File: config.mk
export PLATFORM = sky130hd
export DESIGN_NAME = addsub_serial
export DESIGN_NICKNAME = d
export VERILOG_FILES = /design/src/rtl/addsub_pkg.sv /design/src/rtl/addsub_digit.sv /design/src/rtl/addsub_serial.sv
export SDC_FILE = /design/constraint.sdc
export NUM_CORES = 1
export LEC_CHECK = 0
export ABC_AREA = 1
export ABC_CLOCK_PERIOD_IN_PS = 2950
export BUFFER_PORTS_ARGS = -buffer_cell sky130_fd_sc_hd__buf_2
export CAP_MARGIN = 20
export CORE_MARGIN = 5
export CORE_UTILIZATION = 33
export CTS_BUF_LIST = sky130_fd_sc_hd__clkbuf_4
export CTS_CLUSTER_SIZE = 30
export DETAILED_ROUTE_END_ITERATION = 16
export GPL_TIMING_DRIVEN = 0
export HOLD_SLACK_MARGIN = 0.15
export PLACE_DENSITY_LB_ADDON = 0.05
export SLEW_MARGIN = 40
export SYNTH_ARGS = -nofsm -noshare
export SYNTH_HDL_FRONTEND = slang
export SYNTH_HIERARCHICAL = 1
export SYNTH_SLANG_ARGS = --single-unit
File: constraint.sdc
create_clock -name clk -period 2.95 [get_ports clk]
set_input_delay 0.59 -clock clk [delete_from_list [all_inputs] [get_ports clk]]
set_output_delay 0.59 -clock clk [all_outputs]
set_load 0.1 [all_outputs]
File: src/rtl/addsub_pkg.sv
// Shared types and sizing helpers for the digit-serial adder/subtractor.
package addsub_pkg;

    typedef enum logic [1:0] {
        IDLE = 2'd0,
        BUSY = 2'd1,
        DONE = 2'd2
    } state_e;

    function automatic int num_digits(input int width, input int digit);
        return width / digit;
    endfunction

    // A single-digit unit still needs a 1-bit counter to keep the datapath legal.
    function automatic int cnt_width(input int n);
        return (n < 2) ? 1 : $clog2(n);
    endfunction

endpackage

File: src/rtl/addsub_digit.sv
// Combinational DIGIT-bit adder slice; also exposes the carry into its MSB
// so the top can form the signed-overflow flag from the final slice.
module addsub_digit #(
    parameter int DIGIT = 4
) (
    input  logic [DIGIT-1:0] a,
    input  logic [DIGIT-1:0] b,
    input  logic             cin,
    output logic [DIGIT-1:0] s,
    output logic             cout,
    output logic             c_msb_in
);

    logic [DIGIT:0] full;

    assign full     = {1'b0, a} + {1'b0, b} + {{DIGIT{1'b0}}, cin};
    assign s        = full[DIGIT-1:0];
    assign cout     = full[DIGIT];
    // Sum bit = a ^ b ^ carry-in, so the carry into the MSB falls out directly.
    assign c_msb_in = s[DIGIT-1] ^ a[DIGIT-1] ^ b[DIGIT-1];

endmodule

File: src/rtl/addsub_serial.sv
// Digit-serial two's-complement adder/subtractor with valid/ready on both sides.
// state | meaning: IDLE accept operands | BUSY one digit per edge | DONE hold result
module addsub_serial #(
    parameter int WIDTH = 16,
    parameter int DIGIT = 4
) (
    input  logic             clk,
    input  logic             rst,
    input  logic             in_valid,
    output logic             in_ready,
    input  logic [WIDTH-1:0] x,
    input  logic [WIDTH-1:0] y,
    input  logic             sub,
    output logic             out_valid,
    input  logic             out_ready,
    output logic [WIDTH-1:0] sum,
    output logic             c_out,
    output logic             ovf,
    output logic             zero
);
    import addsub_pkg::*;

    localparam int NUM_DIGITS = num_digits(WIDTH, DIGIT);
    localparam int CNT_W      = cnt_width(NUM_DIGITS);
    localparam logic [CNT_W-1:0] LAST = CNT_W'(NUM_DIGITS - 1);

    generate
        if ((WIDTH % DIGIT) != 0 || WIDTH < 2) begin : g_param_check
            $error("addsub_serial: WIDTH must be >= 2 and a multiple of DIGIT");
        end
    endgenerate

    state_e             state_q, state_d;
    logic [CNT_W-1:0]   cnt_q, cnt_d;
    logic [WIDTH-1:0]   a_q, a_d;
    logic [WIDTH-1:0]   b_q, b_d;
    logic               carry_q, carry_d;
    logic [WIDTH-1:0]   sum_q, sum_d;
    logic               c_out_q, c_out_d;
    logic               ovf_q, ovf_d;
    logic               zero_q, zero_d;

    logic [DIGIT-1:0]   a_dig, b_dig, s_dig;
    logic               cout_dig, c_msb_dig;

    // Constant-index mux keeps the digit select free of variable part-selects.
    always_comb begin
        a_dig = '0;
        b_dig = '0;
        for (int k = 0; k < NUM_DIGITS; k++) begin
            if (cnt_q == CNT_W'(k)) begin
                a_dig = a_q[k*DIGIT +: DIGIT];
                b_dig = b_q[k*DIGIT +: DIGIT];
            end
        end
    end

    addsub_digit #(.DIGIT(DIGIT)) u_digit (
        .a        (a_dig),
        .b        (b_dig),
        .cin      (carry_q),
        .s        (s_dig),
        .cout     (cout_dig),
        .c_msb_in (c_msb_dig)
    );

    always_ff @(posedge clk or posedge rst) begin
        if (rst) begin
            state_q <= IDLE;
            cnt_q   <= '0;
            a_q     <= '0;
            b_q     <= '0;
            carry_q <= 1'b0;
            sum_q   <= '0;
            c_out_q <= 1'b0;
            ovf_q   <= 1'b0;
            zero_q  <= 1'b0;
        end else begin
            state_q <= state_d;
            cnt_q   <= cnt_d;
            a_q     <= a_d;
            b_q     <= b_d;
            carry_q <= carry_d;
            sum_q   <= sum_d;
            c_out_q <= c_out_d;
            ovf_q   <= ovf_d;
            zero_q  <= zero_d;
        end
    end

    always_comb begin
        state_d = state_q;
        cnt_d   = cnt_q;
        a_d     = a_q;
        b_d     = b_q;
        carry_d = carry_q;
        sum_d   = sum_q;
        c_out_d = c_out_q;
        ovf_d   = ovf_q;
        zero_d  = zero_q;
        case (state_q)
            IDLE: begin
                if (in_valid) begin
                    a_d     = x;
                    b_d     = y ^ {WIDTH{sub}};
                    carry_d = sub;
                    cnt_d   = '0;
                    sum_d   = '0;
                    state_d = BUSY;
                end
            end
            BUSY: begin
                for (int k = 0; k < NUM_DIGITS; k++) begin
                    if (cnt_q == CNT_W'(k)) begin
                        sum_d[k*DIGIT +: DIGIT] = s_dig;
                    end
                end
                carry_d = cout_dig;
                cnt_d   = cnt_q + CNT_W'(1);
                if (cnt_q == LAST) begin
                    c_out_d = cout_dig;
                    ovf_d   = cout_dig ^ c_msb_dig;
                    zero_d  = (sum_d == '0);
                    state_d = DONE;
                end
            end
            DONE: begin
                if (out_ready) begin
                    state_d = IDLE;
                end
            end
            default: state_d = IDLE;
        endcase
    end

    assign in_ready  = (state_q == IDLE) & ~rst;
    assign out_valid = (state_q == DONE);
    assign sum       = sum_q;
    assign c_out     = c_out_q;
    assign ovf       = ovf_q;
    assign zero      = zero_q;

endmodule

### After elaboration in Yosys (flattened, before gate mapping)

Index checks and enable logic that the tools add are counted.

* bits in registers: 56
* word-level logic and storage cells: 60
* output and inout bits: 21
* input bits: 37

* reductions and logical operators: 8
* equality and inequality tests: 8
* add/subtract/negate cells: 3
* mux-type cells: 26
* bitwise logic cells: 6

Operators by type and width (number)
* $mux 4: 16
* $pmux 16 s2: 1
* $logic_not 16->1: 1
* $mux 16: 1
* $xor 16x16->16: 1
* $mux 2: 4
* $eq 2x2->1 const B: 3
* $pmux 2 s3: 1
* $reduce_and 2->1: 3
* $add 4x4->5: 1
* $add 5x1->5: 1
* $eq 2x1->1 const B: 2
* $logic_not 2->1: 2
* $ne 2x2->1 const B: 2
* $pmux 2 s2: 1
* $reduce_and 3->1: 1
* $xor 1x1->1: 3
* $add 2x1->2 const B: 1
* $ne 2x1->1 const B: 1
* $pmux 1 s2: 1
* $reduce_bool 2->1: 1
* $and 1x1->1: 1
* $mux 1: 1
* $not 1->1: 1

### Logic depth before layout (Yosys ltp)

Gate-level depths: netlist of run 1.

* depth after elaboration: 10
* mapped depth: 20

### Modules after synthesis

Netlist of run 1, hierarchy kept.

Modules (own cells, without submodules)
* addsub_serial: area each 2826.5 sq um, cells each 350, times used 1
* addsub_digit: area each 200.2 sq um, cells each 31, times used 1

### Worst setup path after synthesis of run 1

Ideal clock, no wire load.

* path kind: input-to-output
* from: input rst
* to: output in_ready
* arrival time: 2.617 ns
* stages: 1
* slack: -0.257 ns
* data required time: 2.360 ns
* cells stage by stage: nor3_1

* word-level cells in the longest chain between the ends: 2

Ends and longest elaborated chain
* start: declaration: RTL line addsub_serial.sv:8 `input logic rst,`
* $not 1->1: RTL line addsub_serial.sv:136 `assign in_ready = (state_q == IDLE) & ~rst;`
* $and 1x1->1: RTL line addsub_serial.sv:136
* end: declaration: RTL line addsub_serial.sv:10 `output logic in_ready,`

Every way passes these cells.

### Worst setup path in the final report of run 1

* from: register cnt_q[0]
* to: register zero_q (netlist: zero)

* word-level cells in the longest chain between the ends: 10
* elaborated cells on any way between the ends: 24
* classes of those cells: add/sub: 2; eq/ne: 3; mux: 16; reduce/logical: 3

Ends and longest elaborated chain
* start: declaration: RTL line addsub_serial.sv:34 `logic [CNT_W-1:0] cnt_q, cnt_d;`
* start signal: assignment: RTL line addsub_serial.sv:80 `cnt_q <= cnt_d;`
* $logic_not 2->1: RTL line addsub_serial.sv:51 `if (cnt_q == CNT_W'(k)) begin`
* $mux 4 (3 in series): RTL line addsub_serial.sv:51
* $mux 4 *: RTL line addsub_serial.sv:51
* named net a_dig[0]: RTL line addsub_serial.sv:43 `logic [DIGIT-1:0] a_dig, b_dig, s_dig;`
* $add 4x4->5 *: RTL line addsub_digit.sv:16 `assign full = {1'b0, a} + {1'b0, b} + {{DIGIT{1'b0}}, cin};`
* $add 5x1->5 *: RTL line addsub_digit.sv:16
* named net s_dig[1]: RTL line addsub_serial.sv:43
* $mux 4: RTL line addsub_serial.sv:114 `if (cnt_q == CNT_W'(k)) begin`
* $mux 4: RTL line addsub_serial.sv:101 `case (state_q)`
* $logic_not 16->1 *: RTL line addsub_serial.sv:123 `zero_d = (sum_d == '0);`
* end signal: assignment: RTL line addsub_serial.sv:87 `zero_q <= zero_d;`
* end: declaration: RTL line addsub_serial.sv:41 `logic zero_q, zero_d;`

Mark *: on every way through the listed nets, which the timed path passes. The rest lies on a longest branch. The select of a mux whose other input is x is not followed.
A chain may end at the register's enable or synchronous reset.

==> results by stage, run 1 <==
Outcome:
- The run finished with clean final reports.

Yosys:
- The top cell type by area accounts for a little under half of the synthesized area.
- The top cell type by total area after synthesis is sky130_fd_sc_hd__dfrtp_1.
- The unique cell type count in the Yosys netlist is 22.
- The synthesized netlist net count is ~430.
- The average cell area after synthesis is 7.94 sq um.
- The synthesized instance count is 381.
- After synthesis, flip-flops and latches occupy 46.3% of the total area.
- The synthesized area is between 3000 and 4000 sq um.
- Counting flops and latches in the post-synthesis netlist gives 56.
- Yosys attributes the largest share of cell area to sky130_fd_sc_hd__dfrtp_1 46%, sky130_fd_sc_hd__nand2_1 16%, sky130_fd_sc_hd__o21ai_0 8.1%.
- The Yosys warning count is 6.

Clock network:
- The number of buffers inserted by hold repair at cts is 0.
- The TritonCTS clock tree is yes.
- Clock-pin slew was measured on the worst setup and hold paths at ~170 ps.
- The clock passes through at most 2 buffers.
- The cell sitting at the root of the clock tree is a sky130_fd_sc_hd__clkbuf_4.
- The clock reaches the later pin of the worst-skew pair after 390 ps.
- Clock tree synthesis found a total of 56 sinks.
- The total number of H-tree levels is 2.
- The number of buffers inserted during clock tree synthesis is 5.

Global route:
- Entering global routing, the biggest net connects 33 pins.
- The via count of the first global-routing pass came to around 2600.
- The number of antenna violations at the first check in global routing came to 0.
- Global routing used between 10 and 15% of the available tracks across all layers.
- The wire length of the first global-routing pass is 13.2 mm.
- The total congestion overflow is 0.

Worst setup path:
- STA classifies the critical path endpoint as a flip-flop.
- STA puts the critical path data required time at 3260 ps.
- The worst setup path is launched from a flip-flop.
- The largest fanout on the critical path is 10.
- The critical path start-end classification is reg -> reg.
- The arrival time at the worst endpoint is 3150 ps.

Place:
- The HPWL after detailed placement is 5.80 mm.
- The final weighted congestion of routability-driven global placement is 0.757.
- In this run the tool buffered the top-level ports with 56 buffer cells.

Layout:
- The antenna diode count is 0.
- After filler insertion, the fill cell instance count of the layout stands at just under 1000.
- In the layout the commonest cells are 127 x sky130_fd_sc_hd__nand2_1, 59 x sky130_fd_sc_hd__buf_2, 55 x sky130_fd_sc_hd__dfrtp_1, 42 x sky130_fd_sc_hd__o21ai_0, 27 x sky130_fd_sc_hd__inv_1.
- The final layout net count is roughly 500.
- The area added between synthesis and finish is 24.9%.
- Cells with a size suffix above 1 make up 27.2% of the layout.
- Leaving out fill and tap cells, the most frequent cell in the layout is sky130_fd_sc_hd__nand2_1.

Timing:
- The number of endpoints with negative hold slack in the final report is 0.
- The total negative slack for setup checks is 0 ps.
- On the final layout, the worst clock skew is 14.3 ps.
- Setup repair after global routing could not meet its margin everywhere.
- The relative slew slack is around two thirds.
- Setup violations remaining at the end of the flow were counted as 0.
- The final critical delay including setup and external delays is 2840 ps.
- In the finished design, the share of the clock period the worst path needs comes to between 90 and 100%.
- Static timing analysis puts the maximum clock frequency at 0.352 GHz.
- The total count of max-transition violations in the final report is 0.
- The slew of the pin with the lowest slew margin is 493 ps.

Die:
- The die covers 11200 sq um.
- The placeable core area is a little over 9000 sq um.
- In this run the horizontal extent of the chip is between 100 and 150 um.
- The vertical extent of the die is 106 um.
- The I/O pin count is between 50 and 60.
- In this run the core area contains 35 standard-cell rows.
- For this configuration, the core starts out at a cell density of ~33%.

Routing:
- After detailed routing, the met2 layer carries around 3.7 mm of wire.
- Using the TritonRoute via totals, the vias-per-cell ratio works out to 4.65.
- The highest metal layer carrying signal wires in the routed design is met4.
- In the final routing, the length of wire on met1 measures 3.87 mm.
- After detailed routing, the total wire length is around 8.0 mm.
- After detailed routing, the number of remaining DRC violations is 0.
- The DRC violation total after the first TritonRoute iteration is 81.
- The number of search-and-repair iterations in the first detailed-routing pass is 4.
- Once detail routing completed, the nets flagged for antenna violations numbered 0.
- After detailed routing, the average wire length per cell comes to 14.0 um.
- The count of vias placed by the detailed router is ~2600.
- After detailed routing, the met3 layer carries just under 300 um of wire.

Worst hold path:
- The class of the tightest hold or removal check is in -> async.

Run:
- Max-cap violations in this run came to 0.
[final cells by class]
cell class	instances	area, sq um	share of cell area (%)
multi-input combinational	273	1490	39.4
sequential	56	1400	37.1
timing repair buffer	68	400	10.6
buffer	17	158	4.17
inverter	35	140	3.71
tap	111	139	3.67
clock buffer	6	45.0	1.19
clock inverter	1	5.00	0.132
[state kept, by name (all words and copies together) (netlist names)]
name and cells:
state_q 2, carry_q 1, zero 1, sum 16, cnt_q 2, ovf 1
c_out 1, a_q 16, b_q 16
[critical path: stages, from the launching register on]
cell,delay [ps]
sky130_fd_sc_hd__dfrtp_2,440
sky130_fd_sc_hd__ha_2,200
sky130_fd_sc_hd__buf_8,130
sky130_fd_sc_hd__buf_8,130
sky130_fd_sc_hd__clkinvlp_4,180
sky130_fd_sc_hd__nor2_2,160
sky130_fd_sc_hd__a21oi_2,50
sky130_fd_sc_hd__fa_2,390
sky130_fd_sc_hd__inv_1,80
sky130_fd_sc_hd__fa_2,450
sky130_fd_sc_hd__inv_4,100
sky130_fd_sc_hd__nand2_1,60
sky130_fd_sc_hd__nand2_1,80
sky130_fd_sc_hd__nor2_1,50
sky130_fd_sc_hd__nand3_1,90
sky130_fd_sc_hd__nor2_1,50
sky130_fd_sc_hd__nand2_1,80
sky130_fd_sc_hd__nand2_1,50
[cell usage after synthesis (all sizes together)]
library cell  instances
fa                    2
a22o                  4
a22oi                 1
inv                  35
nor2                 20
buf                  16
clkbuf                1
o21ai                53
a21oi                18
ha                    8
xnor2                19
dfrtp                56
nor3                  1
o22ai                 3
o31ai                 2
nand2               132
nand3                10
[kinds of logic (layout without fill, tap and decap cells)]
logic type	count (synthesis)	in the layout	synth area share, %
AND/OR/NAND/NOR	163	163	20.8
AO/OA/AOI/OAI	81	81	14.4
flip-flops	56	56	46.3
buffers and inverters	52	127	8.31
XOR/XNOR	19	19	5.50
adder cells (fa/ha/maj)	10	10	4.63
[layer usage]
metal	global-route usage (%)	up-vias
met2	23.8	56
li1	-	1357
met3	2.82	9
met1	20.7	1213
met5	0	-
met4	3.89	0
[per-stage QoR]
step                cell area, sq um  hold slack [ps]  worst slack (ps)  utilization [%]  cells
finish                          3780              192               111             41.5    567
global route                    3780              213              -115             41.5    567
floorplan                       3030              449               175                -    381
detailed placement              3470              465              -523             38.1    549
CTS                             3650              206             0.129             40.0    561
global placement                3450              461              -520             37.9    548
[final timing paths]
path	start	endpoint	slack [ps]	cells after the start
worst max register to register	cnt_q[0]	zero	110	17
worst min-delay path	rst	state_q[1]	190	2
min in group clk	out_ready	state_q[1]	360	2
max in group asynchronous	rst	a_q[10]	2260	3
worst max-delay path	cnt_q[0]	zero	110	17
worst min register to register	a_q[6]	a_q[6]	500	2
[what timing repair did]
item / CTS / global route
endpoints found under the hold margin: 0 / 0
resized for setup: 28 / 22
gates cloned: 0 / 1
setup endpoints to repair: 12 / 11
setup buffers: 5 / 5
pin swaps: 6 / 16
Power of run 1 is not shown: default switching activity piles up to over one toggle a cycle in this logic, so the estimate is an artifact.
==> run 2: changes to the inputs <==
Settings changed: ABC_CLOCK_PERIOD_IN_PS 2950 to 2800.
Clock period 2.95 ns to 2.8 ns, I/O delays scaled along.
==> results by stage, run 2 (synthesized netlist as in run 1, its figures left out) <==
Routing:
- Dividing the detail-routed wire length by the instance count gives 14.0 um.
- Detailed routing inserted a total of 2710 vias.
- The final antenna-violating net count is 0.
- The first detailed-routing pass took 5 iterations.
- In the routed design, unresolved DRC markers number 0.
- The via-per-instance ratio is 4.73.
- The detailed router finished its first iteration with ~80 violations.
- The total wirelength of the detailed-routed design is between 8 and 9 mm.

Timing:
- Across all hold checks on the routed design, the worst slack comes to 160 ps.
- The clock skew after layout is 13.7 ps.
- Headroom to the max-slew limit came out at between 60% and 70%.
- The final critical delay including setup and external delays is 2800 ps.
- Timing would allow up to approximately 0.36 GHz.
- The number of endpoints with negative hold slack in the final report is 0.
- The total count of max-transition violations in the final report came to 0.
- Setup violations remaining at the end of the flow were counted as 0.
- Setup repair after global routing could not meet its margin everywhere.
- For the pin with the worst max-slew slack, the measured transition is 493 ps.
- The share of the cycle needed by the critical path after routing is 99.9%.

Worst setup path:
- The worst-path cell with the longest stage delay is sky130_fd_sc_hd__dfrtp_1.
- The largest fanout on the critical path is 8.
- The flop-to-flop setup slack is 2 ps.
- The destination of the critical timing path is zero.
- The highest cell delay on the worst timing path is 420 ps.
- STA puts the critical path data required time at 3150 ps.
- In this run the worst setup path begins at cnt_q[1].
- The start of the worst register-to-register path is cnt_q[1].
- The endpoint of the most critical register-to-register path is zero.
- The arrival time at the worst endpoint is around 3100 ps.
- Counting cells, the worst reg-to-reg path comes to 19.
- The critical path goes through inv_2 > ha_4 > buf_6 > buf_8 > o21ai_4 > nand2_2 > a21oi_4 > fa_2 > inv_2 > fa_2 > xnor2_2 > buf_4 > nand2_1 > nand2_2 > nor2_2 > nand3_1 > nor2_1 > nand2_1 > nand2_1.
- The critical path is of the reg -> reg type.
- The endpoint kind of the worst setup timing path is a flip-flop.
- The launching element type of the critical path is a flip-flop.
- The most common cell type on the critical path is sky130_fd_sc_hd__nand2_1.

Global route:
- For this run the aggregate overflow at the end of global routing stands at 0.
- The first global-routing pass estimated 13.4 mm of wire.
- In the global route stage, overall resource usage came out at 15.1%.
- The maximum number of pins on one net before global-route repair is 33.
- The via count of the first global-routing pass is 2695.
- The number of antenna violations at the first check in global routing is 0.

Die:
- The I/O pin count is 58.
- Measured along the x axis, the die boundary spans 106 um.
- The placeable core area is 9110 sq um.
- The number of placement rows is 35.
- Once the floorplan was initialized, standard cells occupied between 30% and 40% of the core.
- The die covers 11200 sq um.
- Measured along the y axis, the die boundary spans 106 um.

Place:
- Once detailed placement completed, the half-perimeter wirelength came to 5.80 mm.
- Once placement finished, the instance area stood at 3470 sq um.
- The number of buffer cells added on primary ports is 56.
- At the end of routability-driven placement, the weighted congestion stood at 0.757.

Clock network:
- The maximum number of buffers from clock root to sink is 2.
- CTS built an H-tree with a depth of 2.
- The TritonCTS clock tree is yes.
- CTS saw 56 sinks.
- The clock latency reported for the late side of the worst-skew pair is 390 ps.
- The number of buffers inserted by hold repair at cts is 0.
- After clock tree synthesis, the clock-pin slew on the worst setup and hold paths is roughly 170 ps.
- The number of buffers inserted during clock tree synthesis is 5.
- CTS placed an instance of sky130_fd_sc_hd__clkbuf_4 at the clock tree root.

Layout:
- From synthesis to final layout, the design area changed by 27.4%.
- The area of the multi-input gates is approximately 1500 sq um.
- The post-route cell area is 3860 sq um.
- The total of fill cells in the finished design is 981.
- 0 antenna diodes ended up in the layout.
- Leaving out fill and tap cells, the most frequent cells in the layout are 123 x sky130_fd_sc_hd__nand2_1, 59 x sky130_fd_sc_hd__buf_2, 55 x sky130_fd_sc_hd__dfrtp_1, 41 x sky130_fd_sc_hd__o21ai_0, 24 x sky130_fd_sc_hd__inv_1.
- Summing all flip-flop and latch instances after layout gives 1400 sq um.
- The final layout net count is 509.
- Leaving out fill and tap cells, the most frequent cell in the layout is sky130_fd_sc_hd__nand2_1.
- The ratio of cells with drive above 1 in the final layout is between 30% and 40%.

Run:
- The number of max-cap violations is 0.

Worst hold path:
- The class of the tightest hold or removal check is in -> async.

Outcome:
- The run finished with clean final reports.
==> run 2: metrics by stage <==
stage / util [%] / setup TNS, ps / std cells / setup WS (ps)
2_1_floorplan: - / 0 / 381 / 25.4
3_3_place_gp: 37.9 / -8190 / 548 / -670
3_5_place_dp: 38.1 / -4230 / 549 / -673
4_1_cts: 40.9 / -66.8 / 569 / -66.8
5_1_grt: 42.3 / -333 / 573 / -204
6_report: 42.3 / 0 / 573 / 2.43
==> run 2: worst min path at each step <==
| stage | end | cells after the start |
|---|---|---|
| global route | state_q[1] | 2 |
| finish | state_q[1] | 2 |
| CTS | state_q[1] | 2 |
| detailed placement | a_q[6] | 2 |
| floorplan | a_q[4] | 2 |
| global placement | zero | 2 |
==> run 2: layer usage <==
| layer | part of all wire [%] | up-vias | global-route usage, % |
|---|---|---|---|
| li1 | - | 1376 | - |
| met1 | 48 | 1260 | 20.7 |
| met2 | 46 | 65 | 24.5 |
| met3 | 4.4 | 9 | 2.82 |
| met4 | 1.3 | 0 | 3.89 |
| met5 | 0 | - | 0 |
==> run 2: final cells by class <==
class	instances	share of cell area [%]
clock inverter	1	0.130
clock buffer	6	1.17
tap	111	3.60
timing repair buffer	74	11.1
sequential	56	36.4
inverter	35	3.63
multi-input combinational	273	40.0
buffer	17	3.99
==> run 2: timing repair <==
item	CTS	global route
setup endpoints to repair	13	12
setup buffers	13	5
pin swaps	13	18
resized for setup	37	28
==> run 2: critical path, delay by kind of cell, from the launching register on <==
family / cells / cell delay [ps]
AO/OA/AOI/OAI: 2 / 280
XOR/XNOR: 1 / 160
adder cells (fa/ha/maj): 3 / 750
buffers and inverters: 5 / 530
flip-flops: 1 / 420
AND/OR/NAND/NOR: 8 / 590
Power of run 2 is left out for the same reason.
==> run 3: changes to the inputs <==
Settings changed: CELL_PAD_IN_SITES_DETAIL_PLACEMENT set to 0, CELL_PAD_IN_SITES_GLOBAL_PLACEMENT set to 1.
==> results by stage, run 3 (synthesized netlist as in run 1, its figures left out) <==
Timing:
- The peak clock frequency supported by timing is about 0.36 GHz.
- The clock period could shrink to 2770 ps.
- The slew of the pin with the lowest slew margin is 497 ps.
- The share of the cycle needed by the critical path after routing is around 100%.
- Across all setup checks in the final design, the least slack found is 28.8 ps.
- Setup repair after global routing could not meet its margin everywhere.
- Setup violations remaining at the end of the flow were counted as 0.
- The total count of max-transition violations in the final report is 0.
- Between clock sinks in the finished design, the worst skew comes to approximately 13 ps.
- Measured against its own limit, the worst slew margin works out to between 60% and 70%.
- The number of endpoints with negative hold slack in the final report is 0.
- Adding up every negative setup slack in the final design gives 0 ps.

Clock network:
- Counting along the longest clock path gives a buffer depth of 2.
- The total number of H-tree levels is 2.
- Buffers inserted during clock tree synthesis total 5.
- The later pin in the worst-skew pair is clocked with a latency of 380 ps.
- The number of sinks driven by the clock tree is 56.
- The cell at the root of the clock tree is sky130_fd_sc_hd__clkbuf_4.
- TritonCTS built the clock tree.
- After clock tree synthesis, the clock-pin slew on the worst setup and hold paths is 160 ps.

Die:
- The area enclosed by the die boundary is 11200 sq um.
- The die is about 110 um tall.
- The placeable core area is roughly 9100 sq um.
- Once the floorplan was initialized, standard cells occupied 33.2% of the core.
- The die span in x is 106 um.
- Pin placement for this block handled 58 I/O pins.
- The number of placement rows is 35.

Worst hold path:
- The class of the tightest hold or removal check is in -> reg.

Worst setup path:
- The most critical setup path has its endpoint at zero.
- For the worst setup path, the data required time is ~3100 ps.
- The worst register-to-register path has a depth of 17.
- In this run the worst setup path begins at cnt_q[0].
- The endpoint kind of the worst setup timing path is a flip-flop.
- The critical path start-end classification is reg -> reg.
- The arrival time at the worst endpoint is 3100 ps.
- The launching element type of the critical path is a flip-flop.
- The endpoint of the most critical register-to-register path is zero.
- Of all nets on the critical path, the largest fanout is 10.
- The worst register-to-register path begins at cnt_q[0].
- The flop-to-flop setup slack is 30 ps.

Layout:
- The antenna diode count is 0.
- In the final layout, the share of cells above drive strength 1 is 31.1%.
- From synthesis to final layout, the design area changed by 26.8%.
- The commonest non-fill, non-tap cell in the layout is sky130_fd_sc_hd__nand2_1.
- After the last flow step, the layout net total stands at a little over 500.
- In the layout the commonest cells are 122 x sky130_fd_sc_hd__nand2_1, 60 x sky130_fd_sc_hd__buf_2, 55 x sky130_fd_sc_hd__dfrtp_1, 40 x sky130_fd_sc_hd__o21ai_0, 24 x sky130_fd_sc_hd__inv_1.
- The total of fill cells in the finished design is 993.

Outcome:
- The run finished with clean final reports.

Routing:
- The number of search-and-repair iterations in the first detailed-routing pass is 4.
- The total wirelength of the detailed-routed design is between 7 and 8 mm.
- The routed layout has 2646 vias.
- In this run the remaining antenna-violating nets after routing total 0.
- The count of unresolved DRC violations after routing is 0.
- After detailed routing, the number of vias per cell comes to 4.66.
- The DRC violation total after the first TritonRoute iteration is 68.
- The average detailed-routed wire length per instance is about 14 um.

Global route:
- The total congestion overflow is 0.
- For this run, the total global-route usage over all layers was measured as between 10% and 20%.
- The first global-routing pass estimated between 10 and 15 mm of wire.
- The number of antenna violations at the first check in global routing came to 0.
- The via count of the first global-routing pass was about 2800.
- Entering global routing, the biggest net connects 42 pins.

Place:
- Buffers placed on the I/O ports in this run total 56.
- Before CTS, the worst setup slack after placement is -587 ps.
- Routability-driven placement finished with a final weighted congestion of 0.779.
- The HPWL after detailed placement is 5.81 mm.

Run:
- Across the run, the number of max-cap violations was 0.
[run 3: cell count changes in the layout (fill, tap and decap cells not counted), sizes merged]
cell	delta
clkbuf	-1
dlygate4sd3	+1
inv	+1
buf	-7
clkinvlp	-1
clkinv	+2
[run 3: final cells by class]
cell class	count	area, sq um	share of cell area, %
Sequential cell	56	1400	36.6
Timing Repair Buffer	68	407	10.6
Tap cell	111	139	3.62
Buffer	17	146	3.81
Inverter	35	141	3.68
Multi-Input combinational cell	273	1550	40.4
Clock buffer	5	37.5	0.978
Clock inverter	3	13.8	0.359
[run 3: routing by layer]
| metal | wire length, um | up-vias | GRT usage, % |
|---|---|---|---|
| met5 | 0 | - | 0 |
| met4 | 93 | 0 | 3.33 |
| met3 | 329 | 7 | 3.00 |
| met2 | 3530 | 63 | 24.3 |
| met1 | 3970 | 1214 | 20.9 |
| li1 | - | 1362 | - |
[run 3: timing repair]
item | 4_1_cts | 5_1_grt
hold endpoints to repair | 15 | 0
hold buffers | 1 | 0
cloned | 1 | 0
resized for setup | 40 | 32
endpoints found under the setup margin | 16 | 13
pin swaps | 17 | 27
setup buffers | 5 | 4
[run 3: how the worst min path moves through the flow]
stage | slack, ps | cells past startpoint | from | to
6_report | 350 | 2 | out_ready | state_q[1]
5_1_grt | 310 | 2 | out_ready | state_q[1]
3_5_place_dp | 470 | 2 | a_q[6] | a_q[6]
2_1_floorplan | 450 | 2 | a_q[4] | a_q[4]
4_1_cts | 330 | 2 | out_ready | state_q[1]
3_3_place_gp | 460 | 2 | zero | zero
[run 3: critical path: stages (launching register included)]
cell and delay, ps:
sky130_fd_sc_hd__dfrtp_2 470, sky130_fd_sc_hd__ha_1 200, sky130_fd_sc_hd__buf_4 180, sky130_fd_sc_hd__buf_8 160, sky130_fd_sc_hd__inv_6 80, sky130_fd_sc_hd__nor2_1 50
sky130_fd_sc_hd__a21oi_2 150, sky130_fd_sc_hd__fa_2 250, sky130_fd_sc_hd__inv_2 40, sky130_fd_sc_hd__fa_2 540, sky130_fd_sc_hd__inv_4 50, sky130_fd_sc_hd__nand2_2 60
sky130_fd_sc_hd__nand2_2 70, sky130_fd_sc_hd__nor2_2 90, sky130_fd_sc_hd__nand3_1 90, sky130_fd_sc_hd__nor2_1 120, sky130_fd_sc_hd__nand2_2 70, sky130_fd_sc_hd__nand2_1 50
[run 3: stage by stage]
stage / cells / util (%) / instance area, sq um / hold WS, ps
3_3_place_gp: 548 / 37.9 / 3450 / 461
4_1_cts: 564 / 40.8 / 3710 / 329
5_1_grt: 568 / 42.1 / 3840 / 313
3_5_place_dp: 549 / 38.2 / 3480 / 468
6_report: 568 / 42.1 / 3840 / 345
2_1_floorplan: 381 / - / 3030 / 449
Power of run 3 is left out for the same reason.
